$ cat src/rtl/ir_timing_pkg.sv
// rtl/ir_timing_pkg.sv - shared IR timing constants, record type and FSM states
package ir_timing_pkg;

  localparam int IR_CLK_MHZ        = 8;
  localparam int IR_UNIT_COUNTS_US = 10;
  localparam int IR_MAX_DUR_W      = 32;

  typedef struct packed {
    logic                    level;
    logic                    timeout;
    logic [IR_MAX_DUR_W-1:0] duration;
  } ir_record_t;

  typedef enum logic {
    ST_IDLE,
    ST_MEASURE
  } pwm_state_t;

  function automatic int counts_per_unit(input int clk_mhz, input int unit_us);
    return clk_mhz * unit_us;
  endfunction

endpackage

$ cat src/rtl/ir_input_conditioner.sv
// rtl/ir_input_conditioner.sv - IR line synchroniser with optional glitch filter
// Optional filter: PULSE_WIDTH_METER_GLITCH_FILTER_EN
module ir_input_conditioner #(
  parameter logic IDLE_LEVEL    = 1'b1,
  parameter int   GLITCH_CYCLES = 4
) (
  input  logic clock_in,
  input  logic reset_in,
  input  logic ir_in,
  output logic level_out
);

  logic [1:0] sync_q, sync_d;

  always_comb begin
    sync_d = {sync_q[0], ir_in};
  end

  always_ff @(posedge clock_in or posedge reset_in) begin
    if (reset_in) sync_q <= {2{IDLE_LEVEL}};
    else          sync_q <= sync_d;
  end

`ifdef PULSE_WIDTH_METER_GLITCH_FILTER_EN
  localparam int CW = (GLITCH_CYCLES > 1) ? $clog2(GLITCH_CYCLES) : 1;

  logic [CW-1:0] run_q, run_d;
  logic          filt_q, filt_d;

  // run counts consecutive samples that disagree with the accepted level
  always_comb begin
    run_d  = '0;
    filt_d = filt_q;
    if (sync_q[1] != filt_q) begin
      if (run_q == CW'(GLITCH_CYCLES - 1)) filt_d = sync_q[1];
      else                                 run_d  = run_q + 1'b1;
    end
  end

  always_ff @(posedge clock_in or posedge reset_in) begin
    if (reset_in) begin
      run_q  <= '0;
      filt_q <= IDLE_LEVEL;
    end else begin
      run_q  <= run_d;
      filt_q <= filt_d;
    end
  end

  assign level_out = filt_q;
`else
  logic [31:0] glitch_cycles_unused;
  assign glitch_cycles_unused = 32'(GLITCH_CYCLES);
  assign level_out = sync_q[1];
`endif

endmodule

$ cat src/rtl/pulse_width_meter.sv
// rtl/pulse_width_meter.sv - IR mark/space width meter with single-entry record register
// Optional input glitch filter: PULSE_WIDTH_METER_GLITCH_FILTER_EN
module pulse_width_meter
  import ir_timing_pkg::*;
#(
  parameter int   WIDTH          = 16,
  parameter int   UNIT_COUNTS_US = IR_UNIT_COUNTS_US,
  parameter int   CLK_MHZ        = IR_CLK_MHZ,
  parameter logic IDLE_LEVEL     = 1'b1,
  parameter int   TIMEOUT_UNITS  = 2000,
  parameter int   GLITCH_CYCLES  = 4
) (
  input  logic             clock_in,
  input  logic             reset_in,
  input  logic             enable_in,
  input  logic             ir_in,
  output logic             record_valid_out,
  input  logic             record_ready_in,
  output logic             record_level_out,
  output logic [WIDTH-1:0] record_duration_out,
  output logic             record_timeout_out,
  output logic             overflow_out,
  input  logic             overflow_clear_in,
  output logic             busy_out
);

  localparam int COUNTS_PER_UNIT = counts_per_unit(CLK_MHZ, UNIT_COUNTS_US);
  localparam int PW = (COUNTS_PER_UNIT > 1) ? $clog2(COUNTS_PER_UNIT) : 1;
  localparam logic [PW-1:0]    PRE_RELOAD = PW'(COUNTS_PER_UNIT - 1);
  localparam logic [WIDTH-1:0] DUR_MAX    = {WIDTH{1'b1}};
  // A timeout beyond the counter range fires at saturation instead
  localparam logic [WIDTH-1:0] TIMEOUT_EFF =
    (longint'(TIMEOUT_UNITS) > ((longint'(1) << WIDTH) - 1)) ? DUR_MAX : WIDTH'(TIMEOUT_UNITS);

  pwm_state_t       state_q, state_d;
  logic             level_sync, level_q, level_d;
  logic [PW-1:0]    pre_q, pre_d;
  logic [WIDTH-1:0] dur_q, dur_d, dur_inc;
  logic             tick, edge_det, new_rec;
  ir_record_t       rec_new, rec_q, rec_d;
  logic             valid_q, valid_d, ovf_q, ovf_d;
  logic [IR_MAX_DUR_W-1:0] rec_duration_unused;

  ir_input_conditioner #(
    .IDLE_LEVEL   (IDLE_LEVEL),
    .GLITCH_CYCLES(GLITCH_CYCLES)
  ) u_cond (
    .clock_in (clock_in),
    .reset_in (reset_in),
    .ir_in    (ir_in),
    .level_out(level_sync)
  );

  always_ff @(posedge clock_in or posedge reset_in) begin
    if (reset_in) state_q <= ST_IDLE;
    else          state_q <= state_d;
  end

  // Next state, interval counters and record generation
  always_comb begin
    state_d  = state_q;
    pre_d    = pre_q;
    dur_d    = dur_q;
    level_d  = level_sync;
    new_rec  = 1'b0;
    rec_new  = '0;
    edge_det = (level_sync != level_q);
    tick     = (pre_q == '0);
    dur_inc  = (tick && dur_q != DUR_MAX) ? dur_q + 1'b1 : dur_q;
    if (!enable_in) begin
      state_d = ST_IDLE;
      pre_d   = PRE_RELOAD;
      dur_d   = '0;
    end else begin
      case (state_q)
        ST_IDLE: begin
          pre_d = PRE_RELOAD;
          dur_d = '0;
          if (edge_det && level_sync != IDLE_LEVEL) state_d = ST_MEASURE;
        end
        ST_MEASURE: begin
          pre_d = tick ? PRE_RELOAD : pre_q - 1'b1;
          dur_d = dur_inc;
          if (edge_det) begin
            new_rec                        = 1'b1;
            rec_new.level                  = (level_q != IDLE_LEVEL);
            rec_new.duration[WIDTH-1:0]    = dur_inc;
            pre_d                          = PRE_RELOAD;
            dur_d                          = '0;
          end else if (level_q == IDLE_LEVEL && dur_inc >= TIMEOUT_EFF) begin
            new_rec                        = 1'b1;
            rec_new.timeout                = 1'b1;
            rec_new.duration[WIDTH-1:0]    = TIMEOUT_EFF;
            state_d                        = ST_IDLE;
          end
        end
        default: state_d = ST_IDLE;
      endcase
    end
  end

  // Single-entry holding register; a refused record is dropped and flagged
  always_comb begin
    rec_d   = rec_q;
    valid_d = valid_q;
    ovf_d   = ovf_q;
    if (new_rec && (!valid_q || record_ready_in)) begin
      rec_d   = rec_new;
      valid_d = 1'b1;
    end else if (valid_q && record_ready_in) begin
      valid_d = 1'b0;
    end
    if (overflow_clear_in)                        ovf_d = 1'b0;
    if (new_rec && valid_q && !record_ready_in)   ovf_d = 1'b1;
  end

  always_ff @(posedge clock_in or posedge reset_in) begin
    if (reset_in) begin
      level_q <= IDLE_LEVEL;
      pre_q   <= PRE_RELOAD;
      dur_q   <= '0;
      rec_q   <= '0;
      valid_q <= 1'b0;
      ovf_q   <= 1'b0;
    end else begin
      level_q <= level_d;
      pre_q   <= pre_d;
      dur_q   <= dur_d;
      rec_q   <= rec_d;
      valid_q <= valid_d;
      ovf_q   <= ovf_d;
    end
  end

  always_comb begin
    busy_out = (state_q == ST_MEASURE);
  end

  assign rec_duration_unused = rec_q.duration;
  assign record_valid_out    = valid_q;
  assign record_level_out    = rec_q.level;
  assign record_timeout_out  = rec_q.timeout;
  assign record_duration_out = rec_q.duration[WIDTH-1:0];
  assign overflow_out        = ovf_q;

endmodule

$ cat config.mk
export PLATFORM = sky130hd
export DESIGN_NAME = pulse_width_meter
export DESIGN_NICKNAME = d
export VERILOG_FILES = /design/src/rtl/ir_timing_pkg.sv /design/src/rtl/ir_input_conditioner.sv /design/src/rtl/pulse_width_meter.sv
export SDC_FILE = /design/constraint.sdc
export NUM_CORES = 1
export LEC_CHECK = 0
export CORE_MARGIN = 2
export CORE_UTILIZATION = 40
export CTS_BUF_LIST = sky130_fd_sc_hd__clkbuf_2 sky130_fd_sc_hd__clkbuf_4 sky130_fd_sc_hd__clkbuf_8
export DETAILED_ROUTE_END_ITERATION = 8
export GPL_TIMING_DRIVEN = 0
export REMOVE_ABC_BUFFERS = 1
export SLEW_MARGIN = 0
export SYNTH_ARGS = -nofsm -noshare
export SYNTH_HDL_FRONTEND = slang
export SYNTH_SLANG_ARGS = --single-unit
$ cat constraint.sdc
create_clock -name clock_in -period 3.8 [get_ports clock_in]
set_clock_uncertainty 0.05 [all_clocks]
set_input_delay 0.38 -clock clock_in [delete_from_list [all_inputs] [get_ports clock_in]]
set_output_delay 0.38 -clock clock_in [all_outputs]
set_load 0.1 [all_outputs]
==> results.md <==
- Max Buffers Root-to-Sink: 2
- Post-DP HPWL: 3412 um
- N_diodes: 0
- Core area: 5574 um^2
- DRT Pass-1 Iters: 4
- GPL Wtd Cong: 0.7897
- Synth area leaders: dfrtp_1 42%, dfstp_2 9.0%, nor2_1 4.2%
- CP Cell Sequence: or4_4 > nor4_1 > nor2b_1 > nor3_1 > o221a_4 > a31oi_4 > a21o_1 > o2bb2ai_1
- Total Routing Usage GR: 0.1722
- TritonCTS clock tree: yes
- Initial Util: 0.4168
- Vias in the first global route: 1706
- Clk_lat worst skew: 0.30 ns
- Layout filler cell count: 534
- Clk sink count: 47
- VDD IR max: 0.2676 mV
- Area growth syn-to-layout: 19.01%
- DRT Wirelength: 4832 um
- Top Usage Layer GRT: met2
- #FFs+latches synth: 47
- CTS root buffer: clkbuf_8
- Internal reg-to-reg setup slack: 0.31 ns
- MaxCap Viol Count: 0
- Critical Path AT: 3.66 ns
- Final critical-path share of the clock period: 0.9183
- CP endpoint kind: register
- Pwr Total: 1188 uW
- Port bufs: 26
- Sequential-to-total area share from yosys stat: 0.5105
- Cell leakage power: 0.001186 uW
- Hold Buf Count CTS: 0
- Pwr dens: 429.5 nW/um^2
- Post-Syn Area per Cell: 10.42 um^2
- Slowest stage delay, CP: 0.60 ns
- Largest net degree at the start of global routing: 33
- Initial antenna violation count: 0
- Met2 GRT Util: 0.2583
- Share of layout cells above drive strength 1: 0.1084
- Yosys cell types: 51
- Postcts setup bufs: 0
- Pre-CTS setup slack: 0.3642 ns
- Height of the chip: 80.22 um
- Via count: 1734
- Avg WL per Cell: 15.05 um
- Worst-Margin Slew: 0.9752 ns
- Slowest CP cell: or4_4
- Number of flops mapped to enable cells by yosys: 0
- Cell row count: 27
- Final ANT Viol Nets: 0
- Path type of the worst setup path: register to register
- Top_reg_cell synth: dfrtp_1
- Fraction of registers with async set/reset: 1.000
- WP buf/inv: 0
- Setup repair after global routing missed its margin: false
- Cells after Synth: 223
- Post-cts gate resize count: 0
- CP Max Fanout: 11
- Final setup fails: 0
- Total die area: 6434 um^2
- IO Pins: 27
- Global-route wire length before repair: 8604 um
- Status: finished, final reports clean
- Detailed-route DRC error count: 0
- Worst-path clk slew: 0.09 ns
- Rel. slew slack: 0.3478
- Vias per Instance: 5.402
- Critical path launch point type: register
- Initial DRC count: 77
- Worst Hold Class: primary input to async pin
- Fin crit period: 3.489 ns
- Post-Synthesis Cell Area: 2323 um^2
- Yosys top cell area share: 0.4200
- GRT met3 Usage: 0.03483
- Final setup TNS: 0 ns
- CTS buffer count: 5
- Leading area contributor after synthesis: dfrtp_1
- Slew Viols, Final: 0
- H-tree levels: 2
- Nets: 258
- Grt ovf: 0
- Hold Vio Cnt, Final: 0
- Worst hold margin: 0.3064 ns
- Met1 Usage GRT: 0.2486
- Post-route setup slack: 0.3106 ns
- Peak Freq: 286.6 MHz
- Top delay family on crit path: simple AND/OR/NAND/NOR gates
- Die X: 80.22 um
- Critical path required time: 3.97 ns
- Yosys Warn Count: 0
==> synthesized netlist by cell type (2+ instances only) <==
| library cell | instances |
|---|---|
| nand3_1 | 11 |
| nor4_1 | 3 |
| o2bb2ai_1 | 9 |
| nor3_1 | 6 |
| nor2b_1 | 5 |
| a2bb2oi_1 | 5 |
| a211oi_1 | 2 |
| nand2b_1 | 2 |
| a21o_1 | 4 |
| o22ai_1 | 2 |
| nand2_1 | 17 |
| and2_1 | 3 |
| dfrtp_1 | 39 |
| clkbuf_1 | 6 |
| xnor2_1 | 6 |
| dfstp_2 | 8 |
| nand3b_1 | 2 |
| a21oi_1 | 4 |
| or3_1 | 2 |
| a22o_1 | 2 |
| o21ai_0 | 2 |
| inv_1 | 9 |
| xor2_1 | 9 |
| a41o_1 | 2 |
| ha_1 | 4 |
| and3_1 | 2 |
| o31ai_1 | 2 |
| nand4_1 | 7 |
| nor2_1 | 26 |
==> state kept, by name (all words and copies together) (netlist names) <==
signal and count:
dur_q 16, u_cond.sync_q 2, pre_q 7, overflow_out 1, record_valid_out 1, record_level_out 1
rec_duration_unused 16, level_q 1, busy_out 1, record_timeout_out 1
==> cell families (layout without fill, tap and decap cells) <==
| family | Yosys count | count (layout) | share of synthesized area |
|---|---|---|---|
| and+or+nand+nor | 94 | 94 | 0.2116 |
| AOI/OAI and AO/OA | 44 | 44 | 0.1610 |
| buffers and inverters | 18 | 44 | 0.03446 |
| DFF | 47 | 47 | 0.5105 |
| xor gates and xnor gates | 15 | 15 | 0.05654 |
| muxes | 1 | 1 | 0.004308 |
| adders and majority gates | 4 | 4 | 0.02154 |
==> path summary, 6_finish.rpt <==
| kind | cells after the start | to | from |
|---|---|---|---|
| min reg2reg | 0 | u_cond.sync_q[1] | u_cond.sync_q[0] |
| max in group asynchronous | 3 | pre_q[3] | reset_in |
| min in group clock_in | 0 | u_cond.sync_q[1] | u_cond.sync_q[0] |
| max reg2reg | 8 | rec_duration_unused[15] | pre_q[5] |
| min | 2 | rec_duration_unused[3] | reset_in |
| max | 8 | rec_duration_unused[15] | pre_q[5] |
==> layer usage <==
metal	part of all wire	vias to the layer above
met5	0	-
met4	0.014	0
met3	0.022	6
met2	0.45	21
met1	0.51	852
li1	-	855
==> through the flow <==
step,utilization,cells,instance area (um^2)
5_1_grt,0.4961,321,2765
3_5_place_dp,0.4750,313,2648
2_1_floorplan,-,214,2277
6_report,0.4961,321,2765
3_3_place_gp,0.4714,312,2628
4_1_cts,0.4961,321,2765
==> final cells by class <==
cell class | count | area (um^2) | area share
flip-flops and latches | 47 | 1186 | 0.4290
multi-input cells | 158 | 1057 | 0.3824
repair buffers | 27 | 280.3 | 0.1014
well taps | 72 | 90.09 | 0.03258
clock buffers | 6 | 82.58 | 0.02986
clock inverters | 2 | 35.03 | 0.01267
inverters | 9 | 33.78 | 0.01222
==> worst register-to-register path: stages (launching register included) <==
cell and delay [ns]:
dfrtp_1 0.41, or4_4 0.60, nor4_1 0.50, nor2b_1 0.48, nor3_1 0.14, o221a_4 0.33, a31oi_4 0.24, a21o_1 0.48
o2bb2ai_1 0.19
==> power by group <==
part	switching, uW	leakage (uW)	internal, uW	total (uW)
registers	15.0	0.000616	525	540
logic	203	0.000509	62.3	265
clock network	169	0.0000612	213	382
==> cells in the final DEF (no fill, tap or decap), drive strengths merged, types with 2 or more instances in the layout <==
cell,instances
dfstp,8
o21ai,2
o2bb2ai,9
nor2b,5
a21o,4
or3,2
a2bb2oi,5
nor2,26
nor4,4
nand4,7
nand2,17
xor2,9
dfrtp,39
or4,2
ha,4
a22o,2
nand3b,2
o22ai,2
inv,9
nor3,7
and2,3
a41o,2
a211oi,2
a21oi,5
or2,2
nand2b,2
clkbuf,6
clkdlybuf4s50,26
o221a,2
a31oi,2
xnor2,6
and3,2
nand3,11
o31ai,2
(Power assumes the default switching activity.)
